===== src/rtl/o_reg_drain_pkg.sv =====
// rtl/o_reg_drain_pkg.sv - shared state encoding and width helpers for the o_reg drain path
package o_reg_drain_pkg;

   localparam logic [1:0] ST_IDLE   = 2'd0;
   localparam logic [1:0] ST_STREAM = 2'd1;
   localparam logic [1:0] ST_DONE   = 2'd2;

   function automatic int word_width(input int f_width, input int i_width);
      return f_width + i_width;
   endfunction

   // A single-row column still needs a one-bit index port.
   function automatic int idx_width(input int n);
      return (n <= 1) ? 1 : $clog2(n);
   endfunction

endpackage


===== src/rtl/o_reg_drain.sv =====
// rtl/o_reg_drain.sv - snapshots a column of o_reg words, clears them, streams them out
module o_reg_drain
   import o_reg_drain_pkg::*;
#(
   parameter int F_WIDTH          = 8,
   parameter int I_WIDTH          = 8,
   parameter int N_ROWS           = 4,
   parameter int CLEAR_ON_CAPTURE = 1,
   localparam int W               = word_width(F_WIDTH, I_WIDTH),
   localparam int IW              = idx_width(N_ROWS)
) (
   input  logic                clk_i,
   input  logic                drain_rst_i,
   input  logic                start_i,
   input  logic [N_ROWS*W-1:0] oreg_data_i,
   output logic                oreg_rst_o,
   output logic                busy_o,
   output logic                done_o,
   output logic [W-1:0]        out_data_o,
   output logic                out_valid_o,
   input  logic                out_ready_i,
   output logic                out_last_o,
   output logic [IW-1:0]       out_idx_o
);

   localparam logic [IW-1:0] LAST_IDX = IW'(N_ROWS - 1);

   logic [1:0]    state;
   logic [IW-1:0] idx;
   logic [W-1:0]  shadow [N_ROWS];
   logic          is_last;

   assign is_last = (idx == LAST_IDX);

   always_ff @(posedge clk_i) begin
      if (drain_rst_i) begin
         state       <= ST_IDLE;
         idx         <= '0;
         out_valid_o <= 1'b0;
         busy_o      <= 1'b0;
         done_o      <= 1'b0;
         oreg_rst_o  <= 1'b0;
         for (int r = 0; r < N_ROWS; r++) begin
            shadow[r] <= '0;
         end
      end else begin
         oreg_rst_o <= 1'b0;
         done_o     <= 1'b0;
         case (state)
            ST_IDLE: begin
               if (start_i) begin
                  // The clear pulse lands after this edge, so the snapshot always precedes it.
                  for (int r = 0; r < N_ROWS; r++) begin
                     shadow[r] <= oreg_data_i[r*W +: W];
                  end
                  idx         <= '0;
                  state       <= ST_STREAM;
                  out_valid_o <= 1'b1;
                  busy_o      <= 1'b1;
                  oreg_rst_o  <= (CLEAR_ON_CAPTURE != 0);
               end
            end
            ST_STREAM: begin
               if (out_valid_o && out_ready_i) begin
                  if (is_last) begin
                     out_valid_o <= 1'b0;
                     busy_o      <= 1'b0;
                     done_o      <= 1'b1;
                     state       <= ST_DONE;
                  end else begin
                     idx <= idx + IW'(1);
                  end
               end
            end
            ST_DONE: begin
               busy_o <= 1'b0;
               state  <= ST_IDLE;
            end
            default: begin
               state <= ST_IDLE;
            end
         endcase
      end
   end

   // Outputs come only from registered state, idx and shadow; out_ready_i never reaches them.
   assign out_data_o = (state == ST_STREAM) ? shadow[idx] : '0;
   assign out_last_o = (state == ST_STREAM) && is_last;
   assign out_idx_o  = idx;

endmodule


===== config.mk =====
export PLATFORM = sky130hd
export DESIGN_NAME = o_reg_drain
export DESIGN_NICKNAME = d
export VERILOG_FILES = /design/src/rtl/o_reg_drain_pkg.sv /design/src/rtl/o_reg_drain.sv
export SDC_FILE = /design/constraint.sdc
export NUM_CORES = 1
export LEC_CHECK = 0
export CAP_MARGIN = 20
export CORE_MARGIN = 3
export CORE_UTILIZATION = 52
export CTS_BUF_LIST = sky130_fd_sc_hd__clkbuf_4 sky130_fd_sc_hd__clkbuf_8 sky130_fd_sc_hd__clkbuf_16
export CTS_CLUSTER_DIAMETER = 30
export CTS_CLUSTER_SIZE = 12
export DETAILED_ROUTE_END_ITERATION = 10
export HOLD_SLACK_MARGIN = 0.05
export PLACE_DENSITY = 0.94
export SKIP_CTS_REPAIR_TIMING = 1
export SLEW_MARGIN = 15
export SYNTH_ARGS = -nofsm -noshare
export SYNTH_HDL_FRONTEND = slang
export SYNTH_SLANG_ARGS = --single-unit

===== constraint.sdc =====
create_clock -name clk_i -period 5.9 [get_ports clk_i]
set_clock_uncertainty 0.05 [all_clocks]
set_input_delay 1.77 -clock clk_i [delete_from_list [all_inputs] [get_ports clk_i]]
set_output_delay 1.77 -clock clk_i [all_outputs]
set_load 0.01 [all_outputs]

# --- Word-level counts from Yosys, hierarchy flattened ---
# Memories as Yosys holds them, arrays and structs flattened. A register that Yosys moved wholly into a read port is not among the register bits.
# Index checks and enable logic that the tools add are counted.
word_totals:
  register_bits: 8
  mem_bits_rw: 64
  input_bits: 68
  output_inout_bits: 23
  elab_cells: 58
  memories: 1
classes:
  addsub: 1
  n_eq_ne: 7
  muxes: 27
  bitwise: 6
  n_reduce_logical: 10
mem_list:
  columns: ["name", "depth", "word_bits", "read_ports", "rd_clocked_by_memory_dff", "write_ports", "line", "text"]
  rows:
  - ["shadow", 4, 16, 1, 1, 4, "o_reg_drain.sv:30", "logic [W-1:0] shadow [N_ROWS];"]
ops:
  columns: ["operator", "count"]
  rows:
  - ["$mux W16", 5]
  - ["$mux W2", 8]
  - ["$reduce_and A4 Y1", 3]
  - ["$mux W1", 10]
  - ["$ne A2 B2 Y1 const B", 4]
  - ["$pmux W2 S2", 2]
  - ["$eq A2 B2 Y1 const B", 2]
  - ["$or A1 B1 Y1", 4]
  - ["$pmux W1 S3", 1]
  - ["$reduce_and A3 Y1", 1]
  - ["$reduce_bool A3 Y1", 1]
  - ["$reduce_or A3 Y1", 1]
  - ["$add A2 B1 Y2 const B", 1]
  - ["$eq A2 B1 Y1 const B", 1]
  - ["$logic_and A1 B1 Y1", 2]
  - ["$logic_not A2 Y1", 1]
  - ["$not A1 Y1", 2]
  - ["$pmux W1 S2", 1]
  - ["$reduce_bool A2 Y1", 1]

# --- Logic depth before layout (Yosys ltp) ---
# Gate-level depths: netlist (run 1).
depth:
  word_depth: 6
  mapped_depth: 7

# --- Worst setup path after synthesis (run 1) ---
# No wires, ideal clock.
synth_path:
  path_kind: "in2reg"
  from: "in drain_rst_i"
  to: "mem shadow[0][0] in the netlist's numbering, enable pin"
  arrival_ps: 3391
  required_time_ps: 5426
  slack_ps: 2035
  path_stages: 3
  n_path_buf: 1
  cell_sequence: "buf_2 > inv_1 > nand2_1"
synth_rtl:
  columns: ["item", "line", "text"]
  rows:
  - ["from (decl)", "o_reg_drain.sv:13", "input logic drain_rst_i,"]
  - ["to (decl)", "o_reg_drain.sv:30", null]

==> summary.md, run 1 <==
| Metric | Value |
|---|---|
| Critical Path RT | 4.08 ns |
| CP Max Fanout | 16 |
| Row cnt | 28 |
| Final setup violation count | 0 |
| Fillers | 372 |
| Core area | 6130 um2 |
| Synth warnings | 0 |
| Maximum buffer depth of the clock tree | 2 |
| DPL Wire Length | about 4700 um |
| Mapped cell area | about 3400 um2 |
| Placed Cells | about 380 |
| Leading cell type by number of instances after synthesis | and2_1 |
| Vias in the first global route | 2133 |
| Final wirelength | 6570 um |
| I/O Buffers | 90 |
| Fmax | 224 MHz |
| Slew @ Worst Pin | 1.03 ns |
| Most frequent cells after synthesis | and2_1, edfxtp_1, dfxtp_1, mux4_2, clkbuf_1 |
| HP Class | reg2reg |
| Critical Path AT | 2.64 ns |
| DRT iter0 DRCs | 91 |
| Rel. slew slack | 31.2% |
| Synth Flop Type | edfxtp_1 |
| Clock Pin Slew Worst Setup and Hold Paths | approximately 0.080 ns |
| Flops & latches, synth | 74 |
| NumNets Final | between 300 and 400 |
| Antenna cells | 0 |
| Hold Startpoint | out_valid_o |
| RSZ-0062 raised after global routing | false |
| Clock buffer count from CTS | 9 |
| Die height | 86.9 um |
| R2r setup slk | 3.52 ns |
| Largest cells by area after synthesis | edfxtp_1, and2_1, mux4_2, dfxtp_1, mux4_1 |
| Via count | 2080 |
| Depth of the worst hold-timing path | 2 |
| Clk sinks | 74 |
| Starting density of the core | 55.5% |
| Crit-path leading delay family | flip-flops |
| Largest area contributor in the synthesized netlist | edfxtp_1 |
| Root buffer cell | clkbuf_8 |
| Final std cells w/o fill | 398 |
| Crit-path cells | mux4_1, and2_1, clkdlybuf4s50_1 |
| Gate Count Post-Synth | 230 |
| Max Transition Viols Final | 0 |
| Pre-Repair DR Iteration Count | 4 |
| Synthesis-to-finish area growth | 33.9% |
| Layout cells sized above 1 | 9.91% |
| Register area share after synthesis | 62.4% |
| WL/cell | between 15 and 20 um |
| # IOs | 91 |
| CTS H-tree depth | 3 |
| Cell variety after synth | 31 |
| Total congestion overflow | 0 |
| Die X | 86.9 um |
| DR vias/cell | approximately 5.2 |
| Syn nets | approximately 300 |
| CP startpoint kind | flip-flop |
| Post-route minimum period | 4.46 ns |
| DRT antenna net count | 0 |
| Worst Reg-to-Reg Cells | 5 |
| R2r endpoint | shadow[1][9] |
| Peak VDD IR | 0.218 mV |
| Cell Pwr Density | 358 nW/um2 |
| Multi-input gate area | 1190 um2 |
| CP max stage cell | dfxtp_1 |
| Post-synth EDFFs | 64 |
| WHS Endpoint | done_o |
| FF+latch area | 2120 um2 |
| TNS Setup | 0 ns |
| Worst Setup Path Type | reg2out |
| Reg-to-reg critical path startpoint | state[0] |
| Initial antenna violation count | 0 |
| First-pass GRT wire length | 10200 um |
| Bufs and invs on worst path | 1 |
| Total track usage | 18.2% |
| Yosys top cell area share | between 50 and 60% |
| Post-synth ARST share | 0% |
| Fin. Hold Viols | 0 |
| DIE AREA | 7550 um2 |
| Syn Area/Cell | 14.8 um2 |
| Number of max-cap violations | 0 |
| CTS tree | done |
| Clock Latency Late Sink | 0.34 ns |
| RePlAce Congestion | 0.873 |
| Leakage power | 0.00171 uW |
| Largest net degree at the start of global routing | 66 |
| DR DRC count | 0 |
| Period utilization | 75.6% |
| CP Capture Type | output port |
| Status | complete, no violations |
| Slowest stage delay, CP | 1.01 ns |
flip-flops by register name, indices dropped and copies added, names as in the netlist, named ones only:
signal	flops
busy_o	1
done_o	1
oreg_rst_o	1
out_idx_o	2
out_valid_o	1
shadow	64
state	2
power breakdown:
group	switching, uW	total, uW	internal, uW
clock	183	427	244
sequential	52.7	776	724
combinational	198	428	230
total	434	1630	1200
routing by layer:
| layer | vias up | track usage (%) | part of all wire, % |
|---|---|---|---|
| li1 | 1012 | - | - |
| met4 | 0 | 9.77 | 3.0 |
| met1 | 972 | 22.4 | 38 |
| met2 | 77 | 30.0 | 52 |
| met5 | - | 0 | 0 |
| met3 | 19 | 4.26 | 6.8 |
layout by cell type (no fill, tap or decap):
cell type | Yosys | routed
a21bo_2 | 1 | 1
a21boi_1 | 1 | 1
a21oi_1 | 3 | 3
a311oi_1 | 1 | 1
a31oi_1 | 1 | 1
a41oi_1 | 1 | 1
and2_1 | 81 | 81
buf_4 | 0 | 1
bufinv_16 | 0 | 2
clkbuf_4 | 0 | 1
clkbuf_8 | 0 | 9
clkdlybuf4s50_1 | 0 | 90
clkinv_2 | 0 | 1
clkinv_4 | 0 | 1
clkinvlp_4 | 0 | 1
dfxtp_1 | 10 | 10
edfxtp_1 | 64 | 64
ha_1 | 6 | 6
inv_1 | 4 | 4
inv_6 | 0 | 1
mux2i_1 | 1 | 1
mux4_1 | 6 | 6
mux4_2 | 10 | 10
nand2_1 | 5 | 4
nand2_2 | 0 | 1
nand2b_1 | 2 | 2
nand3b_1 | 1 | 1
nand4_1 | 1 | 1
nor2_4 | 0 | 1
nor2b_1 | 2 | 2
nor3_1 | 4 | 4
o21ai_0 | 3 | 3
o311ai_0 | 2 | 2
o31ai_1 | 3 | 3
or2_2 | 1 | 1
or3_4 | 1 | 1
worst register-to-register path, stage by stage (launching register included):
cell and delay (ns):
dfxtp_1 0.37, inv_1 0.11, ha_1 0.26, nand2_1 0.14, nand2_2 0.67, buf_4 0.45
through the flow:
step                worst slack (ns)  hold WS (ns)  power, uW  util, %  cell area (um2)
CTS                             1.36         0.478       1650     74.3             4560
floorplan                       2.04         0.449       1050        -             3400
global route                    1.26         0.506       1720     74.3             4560
detailed placement              1.71         0.475       1220     70.7             4330
finish                          1.44         0.475       1630     74.3             4560
global placement                1.78         0.443       1190     70.7             4330
worst max-delay path by stage:
stage / startpoint / end / slack [ns] / cells after the start
after floorplan: drain_rst_i / shadow[0][0] / 2.04 / 3
after global placement: flip-flop / out_data_o[7] / 1.78 / 3
after detailed placement: drain_rst_i / shadow[0][5] / 1.71 / 4
after CTS: flip-flop / out_data_o[15] / 1.36 / 3
after global routing: flip-flop / out_data_o[15] / 1.26 / 3
final: flip-flop / out_data_o[7] / 1.44 / 3
logic make-up (layout without fill, tap and decap cells):
kind of cell    Yosys count  after routing  synth area share (%)
flops                    74             74                  62.4
simple gates             99             99                  17.8
compound gates           16             16                  3.27
mux                      17             17                  11.5
fa+ha+maj                 6              6                  2.21
buf+inv                  18            111                  2.83
area by class of cell:
type	instances	share of cell area (%)
inverters	4	0.330
flip-flops and latches	74	46.6
clock inverters	6	1.98
well taps	75	2.06
repair buffers	91	19.9
clock buffers	10	2.88
multi-input cells	138	26.2
No activity file was read; power rests on OpenSTA's default activity.
==> run 2: changes to the inputs <==
- CORE_UTILIZATION: 52 -> 48
- PLACE_DENSITY: 0.94 -> 0.88
- clock period: 5.9 -> 4.35 ns (I/O delays scaled with it)
==> run 2 against run 1 <==
  * Critical path depth is 1 higher
  * Routed wire length is 3.2% higher
  * Hold slack better by 0.014 ns
  * Largest cell class unchanged
  * Non-clock buffer count is 1 higher
  * First-iteration DRC count is 81% higher
  * Die area is 7.7% higher
  * Combinational power is 43% higher
  * Sequential power is 33% higher
  * Clock power is 21% higher
  * Register-to-register slack worse by 1.3 ns
==> summary.md, run 2 (synthesis gave the netlist of run 1 again) <==
| Metric | Value |
|---|---|
| Cell Pwr Density | 473 nW/um2 (+32%) |
| FF+latch area | 2120 um2 (unchanged) |
| DRT iter0 DRCs | 165 (+81%) |
| Critical Path RT | 2.99 ns (-1.09 ns) |
| Initial antenna violation count | 0 (unchanged) |
| Clock Latency Late Sink | 0.34 ns (about the same) |
| Peak VDD IR | 0.238 mV (+9.2%) |
| WL/cell | 16.1 um (-2.2%) |
| DRT antenna net count | 0 (unchanged) |
| # IOs | 91 (unchanged) |
| DPL Wire Length | 4750 um (+0.86%) |
| Via count | 2132 (+2.5%) |
| Utilization after layout | 67.0% (-7.3 points) |
| Period utilization | 83.8% |
| CP startpoint kind | flip-flop |
| Hold Slack | 0.488 ns (+0.0136 ns) |
| Leading cell type in the layout, fill and taps excluded | clkdlybuf4s50_1 |
| Final wirelength | 6780 um (+3.2%) |
| Pre-Repair DR Iteration Count | 4 (unchanged) |
| RePlAce Congestion | 0.875 (+0.25%) |
| DR vias/cell | 5.08 (-2.9%) |
| Final setup violation count | 0 (unchanged) |
| Maximum buffer depth of the clock tree | 2 (unchanged) |
| RSZ-0062 raised after global routing | false |
| Commonest cells after routing, fill and taps aside | clkdlybuf4s50_1, and2_1, edfxtp_1 |
| DR DRC count | 0 (unchanged) |
| Total track usage | 16.9% (-1.3 points) |
| CTS H-tree depth | 3 (unchanged) |
| Multi-input gate area | 1190 um2 (unchanged) |
| Worst Setup Path Type | reg2out |
| Fillers | 481 (+29%) |
| Rel. slew slack | 32.9% (+1.8 points) |
| Grt peak-use layer | met2 |
| Placed Cells | 404 (+5.8%) |
| Vias in the first global route | 2141 (+0.38%) |
| Root buffer cell | clkbuf_8 |
| CTS tree | done |
| Post-route minimum period | 3.65 ns |
| First-pass GRT wire length | 10400 um (+1.3%) |
| Post-route total power | 2160 uW (+33%) |
| Biggest register | shadow |
| Core area | 6830 um2 (+11%) |
| Largest net degree at the start of global routing | 66 (unchanged) |
| Fin. Hold Viols | 0 (unchanged) |
| Leakage power | 0.00170 uW (about the same) |
| HP Class | reg2reg |
| Antenna cells | 0 (unchanged) |
| NumNets Final | 393 (+0.26%) |
| Met2 Usage GRT | 30.2% (+0.23 points) |
| Met3 usage in global routing | 3.18% (-1.1 points) |
| Max Transition Viols Final | 0 (unchanged) |
| Starting density of the core | 49.8% (-5.7 points) |
| DIE AREA | 8140 um2 (+7.7%) |
| CP Capture Type | output port |
| Layout cells sized above 1 | 10.2% (+0.28 points) |
| Clock Pin Slew Worst Setup and Hold Paths | 0.07 ns (about the same) |
| CP Max Fanout | 21 (+5) |
| Slew @ Worst Pin | 1.00 ns (-0.0275 ns) |
| Number of max-cap violations | 0 (unchanged) |
| Row cnt | 30 (+7.1%) |
| Status | complete, no violations |
| Die X | 90.2 um (+3.8%) |
| Clock buffer count from CTS | 9 (unchanged) |
| Clk sinks | 74 (unchanged) |
| Final std cells w/o fill | 420 (+5.5%) |
| Total congestion overflow | 0 (unchanged) |
| Die height | 90.2 um (+3.8%) |
| TNS Setup | 0 ns (unchanged) |
| Met1 Usage GRT | 18.6% (-3.8 points) |
| Max reg flops | 64 (unchanged) |
| Fmax | approximately 270 MHz |
| I/O Buffers | 90 (unchanged) |
| Synthesis-to-finish area growth | 34.4% |
| Critical Path AT | 2.29 ns (-0.35 ns) |
-- run 2: cell count changes in the layout (fill, tap and decap cells not counted) --
cell / change
bufinv_16: -1
buf_12: +1
clkbuf_4: -1
clkinv_2: +2
inv_6: -1
clkinv_4: +1
-- run 2: area by class of cell --
class	instances	area share (%)
inverters	4	0.328
clock buffers	9	2.71
well taps	96	2.63
clock inverters	7	1.53
multi-input cells	138	26.1
repair buffers	92	20.3
flip-flops and latches	74	46.4
-- run 2: worst paths after layout --
kind,startpoint,end,slack (ns),cells after the start
max,state[1],out_last_o,0.70,4
min,out_valid_o,done_o,0.49,2
max reg2reg,state[1],shadow[0][15],2.26,5
min reg2reg,out_valid_o,done_o,0.49,2
-- run 2: per-layer routing --
| metal | vias up | wire, um |
|---|---|---|
| met5 | - | 0 |
| met4 | 0 | 191 |
| met2 | 73 | 3690 |
| met3 | 14 | 255 |
| met1 | 1024 | 2640 |
| li1 | 1021 | - |
-- run 2: critical path, cell delays in order, from the launching register on --
cell and delay (ns):
dfxtp_1 0.33, inv_1 0.12, ha_1 0.63, and2_1 0.31, clkdlybuf4s50_1 0.57
-- run 2: report_power, final --
| group | switching [uW] | total (uW) | internal (uW) | leakage (uW) |
|---|---|---|---|---|
| Combinational | 293 | 613 | 320 | 0.000833 |
| Clock | 254 | 517 | 263 | 0.0000990 |
| Sequential | 55.2 | 1030 | 980 | 0.000773 |
-- run 2: metrics by stage --
stage               setup WS [ns]  area [um2]
finish                      0.705        4570
global route                0.597        4570
CTS                         0.666        4570
detailed placement          0.931        4380
global placement             1.04        4380
floorplan                   0.950        3400
